**config.mk**
```make
export PLATFORM = sky130hd
export DESIGN_NAME = xpar_mbox
export DESIGN_NICKNAME = d
export VERILOG_FILES = /design/src/rtl/xpar_mbox.sv
export SDC_FILE = /design/constraint.sdc
export NUM_CORES = 1
export LEC_CHECK = 0
export CORE_MARGIN = 5
export CORE_UTILIZATION = 35
export DETAILED_ROUTE_END_ITERATION = 8
export PLACE_DENSITY = 0.62
export SYNTH_ARGS = -nofsm -noshare
export SYNTH_HDL_FRONTEND = slang
export SYNTH_SLANG_ARGS = --single-unit
```
**constraint.sdc**
```tcl
create_clock -name clk -period 6.8 [get_ports clk]
set_clock_uncertainty 0.05 [all_clocks]
set_input_delay 1.7 -clock clk [delete_from_list [all_inputs] [get_ports clk]]
set_output_delay 1.7 -clock clk [all_outputs]
set_load 0.02 [all_outputs]
```
**src/rtl/xpar_mbox.sv**
```systemverilog
// -----------------------------------------------------------------------------
// xpar_mbox
//   Mailbox responder on the picoVersat external parallel bus. The core sees a
//   four-register map (RX_DATA, STATUS, TX_DATA, CTRL). The registers are backed
//   by two small FIFOs:
//     - RX FIFO: filled by the host, drained by the core.
//     - TX FIFO: filled by the core, drained by the host.
//   The host side of both FIFOs is a ready/valid stream.
//
// Build option:
//   PAR_MBOX_IRQ_EN - adds a registered irq output. It is raised while the RX
//                     FIFO holds data or ovf is set, and is mirrored in STATUS[13].
//
// Parameters:
//   DATA_W      width of parallel data and FIFO words
//   PAR_ADDR_W  width of par_addr; only bits [1:0] are decoded
//   FIFO_LOG2   log2 of each FIFO depth
//
// Ports:
//   clk, rst   clock and synchronous active-high reset
//   par_addr   register address from core (upper bits must be zero)
//   par_we     one-cycle write strobe from core
//   par_out    write data from core
//   par_in     combinational read data to core
//   rx_data    host -> RX FIFO word
//   rx_valid   host word valid
//   rx_ready   RX FIFO accepts (not full, low during reset)
//   tx_data    TX FIFO head word (0 when empty)
//   tx_valid   TX FIFO non-empty
//   tx_ready   host consumes TX head
//   irq        (PAR_MBOX_IRQ_EN only) interrupt request
// -----------------------------------------------------------------------------
module xpar_mbox #(
  parameter int DATA_W     = 32,
  parameter int PAR_ADDR_W = 8,
  parameter int FIFO_LOG2  = 3
) (
  input  logic                  clk,
  input  logic                  rst,
  input  logic [PAR_ADDR_W-1:0] par_addr,
  input  logic                  par_we,
  input  logic [DATA_W-1:0]     par_out,
  output logic [DATA_W-1:0]     par_in,
  input  logic [DATA_W-1:0]     rx_data,
  input  logic                  rx_valid,
  output logic                  rx_ready,
  output logic [DATA_W-1:0]     tx_data,
  output logic                  tx_valid,
  input  logic                  tx_ready
`ifdef PAR_MBOX_IRQ_EN
  ,
  output logic                  irq
`endif
);

  localparam int DEPTH = 1 << FIFO_LOG2;
  localparam logic [FIFO_LOG2:0]   DEPTH_C = (FIFO_LOG2 + 1)'(DEPTH);
  localparam logic [FIFO_LOG2-1:0] PTR_ONE = (FIFO_LOG2)'(1);
  localparam logic [FIFO_LOG2:0]   CNT_ONE = (FIFO_LOG2 + 1)'(1);

  // Channel index: 0 = RX FIFO, 1 = TX FIFO
  localparam int CH_RX = 0;
  localparam int CH_TX = 1;

  // ---------------------------------------------------------------------------
  // Register decode
  // ---------------------------------------------------------------------------
  logic       addr_ok;
  logic [1:0] reg_sel;
  logic       tx_wr;
  logic       ctrl_wr;
  logic       flush;

  // Any non-zero upper address bit makes the access fall outside the map.
  assign addr_ok = ((par_addr >> 2) == '0);
  assign reg_sel = par_addr[1:0];
  assign tx_wr   = par_we && addr_ok && (reg_sel == 2'd2);
  assign ctrl_wr = par_we && addr_ok && (reg_sel == 2'd3);
  assign flush   = ctrl_wr && par_out[2];

  // ---------------------------------------------------------------------------
  // FIFO channel wiring
  // ---------------------------------------------------------------------------
  logic [1:0]           empty;
  logic [1:0]           full;
  logic [1:0]           push;
  logic [1:0]           pop;
  logic [DATA_W-1:0]    wr_data [2];
  logic [DATA_W-1:0]    head    [2];
  logic [FIFO_LOG2:0]   count_w [2];

  // Full/empty come from pre-edge state, so a pop never frees room for a push
  // in the same cycle.
  assign rx_ready = !full[CH_RX] && !rst;
  assign push[CH_RX] = rx_valid && rx_ready;
  assign pop[CH_RX]  = ctrl_wr && par_out[0] && !empty[CH_RX];
  assign wr_data[CH_RX] = rx_data;

  assign push[CH_TX] = tx_wr && !full[CH_TX];
  assign pop[CH_TX]  = tx_ready && !empty[CH_TX];
  assign wr_data[CH_TX] = par_out;

  assign tx_valid = !empty[CH_TX];
  assign tx_data  = head[CH_TX];

  // ---------------------------------------------------------------------------
  // Two identical circular-buffer FIFOs
  // ---------------------------------------------------------------------------
  genvar gi;
  generate
    for (gi = 0; gi < 2; gi++) begin : g_fifo
      logic [DATA_W-1:0]    mem [DEPTH];
      logic [FIFO_LOG2-1:0] wr_ptr_reg, wr_ptr_next;
      logic [FIFO_LOG2-1:0] rd_ptr_reg, rd_ptr_next;
      logic [FIFO_LOG2:0]   count_reg, count_next;

      always_comb begin
        wr_ptr_next = wr_ptr_reg;
        rd_ptr_next = rd_ptr_reg;
        count_next  = count_reg;
        if (push[gi]) wr_ptr_next = wr_ptr_reg + PTR_ONE;
        if (pop[gi])  rd_ptr_next = rd_ptr_reg + PTR_ONE;
        if (push[gi] && !pop[gi])
          count_next = count_reg + CNT_ONE;
        else if (!push[gi] && pop[gi])
          count_next = count_reg - CNT_ONE;
        // Flush wins over any push or pop in the same cycle.
        if (flush) begin
          wr_ptr_next = '0;
          rd_ptr_next = '0;
          count_next  = '0;
        end
      end

      always_ff @(posedge clk) begin
        if (rst) begin
          wr_ptr_reg <= '0;
          rd_ptr_reg <= '0;
          count_reg  <= '0;
        end else begin
          wr_ptr_reg <= wr_ptr_next;
          rd_ptr_reg <= rd_ptr_next;
          count_reg  <= count_next;
        end
      end

      // Storage is not reset; stale words are unreachable once the
      // pointers and count are cleared.
      always_ff @(posedge clk) begin
        if (push[gi])
          mem[wr_ptr_reg] <= wr_data[gi];
      end

      assign empty[gi]   = (count_reg == '0);
      assign full[gi]    = (count_reg == DEPTH_C);
      assign count_w[gi] = count_reg;
      // Head reads as zero when empty so outputs are clean after reset/flush.
      assign head[gi]    = empty[gi] ? '0 : mem[rd_ptr_reg];
    end
  endgenerate

  // ---------------------------------------------------------------------------
  // Sticky overflow: set by a TX_DATA write into a full TX FIFO, cleared by
  // CTRL bit1. The two cannot coincide because they are different addresses.
  // ---------------------------------------------------------------------------
  logic ovf_reg, ovf_next;

  always_comb begin
    ovf_next = ovf_reg;
    if (tx_wr && full[CH_TX])
      ovf_next = 1'b1;
    else if (ctrl_wr && par_out[1])
      ovf_next = 1'b0;
  end

  always_ff @(posedge clk) begin
    if (rst) ovf_reg <= 1'b0;
    else     ovf_reg <= ovf_next;
  end

`ifdef PAR_MBOX_IRQ_EN
  // Registered from current state, so irq follows its causes by one cycle.
  logic irq_reg;

  always_ff @(posedge clk) begin
    if (rst) irq_reg <= 1'b0;
    else     irq_reg <= !empty[CH_RX] || ovf_reg;
  end

  assign irq = irq_reg;
`endif

  // ---------------------------------------------------------------------------
  // Read mux
  // ---------------------------------------------------------------------------
  logic [DATA_W-1:0] status_word;

  always_comb begin
    status_word       = '0;
    status_word[0]    = empty[CH_RX];
    status_word[1]    = full[CH_RX];
    status_word[2]    = empty[CH_TX];
    status_word[3]    = full[CH_TX];
    status_word[7:4]  = 4'(count_w[CH_RX]);
    status_word[11:8] = 4'(count_w[CH_TX]);
    status_word[12]   = ovf_reg;
`ifdef PAR_MBOX_IRQ_EN
    status_word[13]   = irq_reg;
`endif
  end

  always_comb begin
    par_in = '0;
    if (addr_ok) begin
      case (reg_sel)
        2'd0:    par_in = head[CH_RX];
        2'd1:    par_in = status_word;
        default: par_in = '0;
      endcase
    end
  end

endmodule

```
==> reports/metrics.csv <==
metric;value;unit
status;finished, final reports clean;
cts_buffer_depth;3;
dp_hpwl;25.7;mm
num_rows;89;
n_fill_cell;5138;
synth_nets;1067;
fin_crit;6.66;ns
die_y;254;um
grtUsageTotal;0.136;
numCtsBuffers;55;
synth_cell_types;35;
cp.depth;7;
largest_reg_flops;512;
hold_viol;0;
ant_nets;0;
worst_pin_slew;0.933;ns
r2r_slack;3.24;ns
register_area;15900;um^2
path_clk_slew;0.06;ns
startpoint_type;input port;
ys_seq_area_frac;0.762;
synth_cells;978;
synth_top_flop_cell;edfxtp_1;
fin_setup_tns;0;ns
dr_total_vias;10100;
relSlewSlack;0.377;
reg2reg_from;g_fifo[1].count_reg[0];
r2r_end;g_fifo[1].count_reg[3];
ioPinCount;143;
wire_per_inst;22.3;um
cp-end-kind;output pin;
post-route-period-util;0.979;
p_leak;7.68;nW
drcViolationCount;0;
layout-drive-gt1-share;0.241;
htreeDepth;2;
fmax;150;MHz
ff2ff_path_depth;11;
antenna_found_initial;6;
path_buf_inv;3;
ctsHoldBuffers;0;
dieArea;64600;um^2
start_util;0.354;
path_cells;clkdlybuf4s50_1 -> or4_1 -> or3_1 -> or4_1 -> buf_4 -> o2bb2ai_1 -> clkdlybuf4s50_1;
worst-endpoint-arrival;4.91;ns
syn_avg_cell_area;21.3;um^2
area_growth;21.4;%
multi_input_area;4860;um^2
critPathMaxStageDelay;0.72;ns
cts_setup_buffers;0;
rsz0062_at_grt;no;
synth.cell_area;20900;um^2
endpoint;par_in[1];
grt_pass1_vias;10600;
setup_viol;0;
async_reset_ff_frac;0;
final_common_cell;edfxtp_1;
critPathLaunch;par_addr[7];
layout_common_cells;edfxtp_1 (512), clkdlybuf4s50_1 (142), mux4_2 (128);
cpMaxStageDelayCell;or4_1;
cp_top_family;simple AND/OR/NAND/NOR gates;
cts_sinks;539;
yosys_warnings;0;
holdWs;0.437;ns
viasPerCell;5.08;
dieWidth;254;um
root_buffer;clkbuf_16;
numPortBuffers;142;
cts_tree;built;
grt_remaining_overflow;0;
grt_max_degree;46;
drtIter0Drc;630;
worstSetupPathType;input port to output pin;
synth-edff-count;512;
worstSkewPairLatency;0.59;ns
hold_path_class;flip-flop to flip-flop;
cts_resized;0;
wl;44.1;mm
p_per_area;322;nW/um^2
required;5.05;ns
max-vdd-ir-drop;0.245;mV
gp_congestion;0.713;
path_max_fanout;15;
cap_violations;0;
grt_pass1_wl;66.9;mm
first_pass_iters;4;
slew_viol_final;0;
core-area;59000;um^2
p_total;8.15;mW
fin_nets;1251;
ys_ff_latch;539;
[worst min-delay path, stage by stage (launching register included)]
cell and delay (ns):
dfxtp_1 0.31, nand2_1 0.05, a21oi_1 0.07
[routing by layer]
metal / vias to the layer above / global-route usage / part of all wire
li1: 4404 / - / -
met1: 5355 / 0.180 / 0.42
met2: 239 / 0.227 / 0.50
met3: 68 / 0.0331 / 0.060
met4: 8 / 0.0362 / 0.021
met5: - / 0 / 0.0013
[cells by family (layout without fill, tap and decap cells)]
family                   Yosys count  count (layout)  share of synthesized area
flip-flops                       539             539                      0.762
multiplexers                     197             197                      0.171
other                              0               3                          0
adder cells (fa/ha/maj)           12              12                    0.00791
XOR/XNOR                          11              11                    0.00461
AND/OR/NAND/NOR                  137             137                     0.0295
buffers and inverters             54             282                     0.0112
AO/OA/AOI/OAI                     28              28                     0.0133
[worst min path at each step]
stage                                       start   endpoint  cells past startpoint
final                     g_fifo[1].rd_ptr_reg[1]  flip-flop                      2
after global routing      g_fifo[1].rd_ptr_reg[1]  flip-flop                      2
after CTS                 g_fifo[1].rd_ptr_reg[1]  flip-flop                      2
after detailed placement  g_fifo[1].rd_ptr_reg[1]  flip-flop                      2
after global placement    g_fifo[1].rd_ptr_reg[1]  flip-flop                      2
after floorplan           g_fifo[1].rd_ptr_reg[1]  flip-flop                      2
[per-stage QoR]
step           area, um^2  std cells  setup slack [ns]  utilization
6_report            25300       1982             0.140        0.429
5_1_grt             25300       1979            0.0464        0.429
2_1_floorplan       20900        978             0.919            -
3_3_place_gp        23500       1878             0.192        0.398
3_5_place_dp        23500       1878             0.152        0.398
4_1_cts             25300       1979             0.131        0.429
[power by group]
| part | total [mW] | switching [mW] | internal [mW] |
|---|---|---|---|
| sequential | 3.79 | 0.121 | 3.67 |
| clock | 3.08 | 1.21 | 1.87 |
| combinational | 1.28 | 0.664 | 0.613 |
| total | 8.15 | 2.00 | 6.15 |
[cell usage after synthesis, types with 2 or more instances]
master | n | share of area
a211o_1 | 2 | 0.00084
nor4b_1 | 2 | 0.00084
buf_6 | 3 | 0.0016
buf_1 | 15 | 0.0027
o2bb2ai_1 | 2 | 0.00084
mux4_2 | 128 | 0.14
nor4_1 | 7 | 0.0021
buf_2 | 6 | 0.0014
nand3_1 | 10 | 0.0024
a21o_1 | 2 | 0.00072
or4_1 | 2 | 0.00072
xnor2_1 | 7 | 0.0029
a21oi_1 | 9 | 0.0022
dfxtp_1 | 27 | 0.026
mux2i_1 | 69 | 0.033
edfxtp_1 | 512 | 0.74
inv_1 | 4 | 0.00072
nand2b_1 | 7 | 0.0021
clkbuf_1 | 25 | 0.0045
nor3b_1 | 2 | 0.00072
nor2_1 | 88 | 0.016
nor3_1 | 5 | 0.0012
nand2_1 | 9 | 0.0016
fa_1 | 2 | 0.0019
ha_1 | 10 | 0.0060
o2bb2ai_2 | 11 | 0.0079
xor2_1 | 4 | 0.0017
[final cells by class]
cell class	count	share of cell area
well taps	773	0.0382
flip-flops and latches	539	0.629
clock inverters	37	0.0166
clock buffers	64	0.0573
diodes	3	0.000296
repair buffers	177	0.0665
multi-input cells	385	0.192
inverters	4	0.000592
Note: power is estimated with default switching activity, not from simulation.
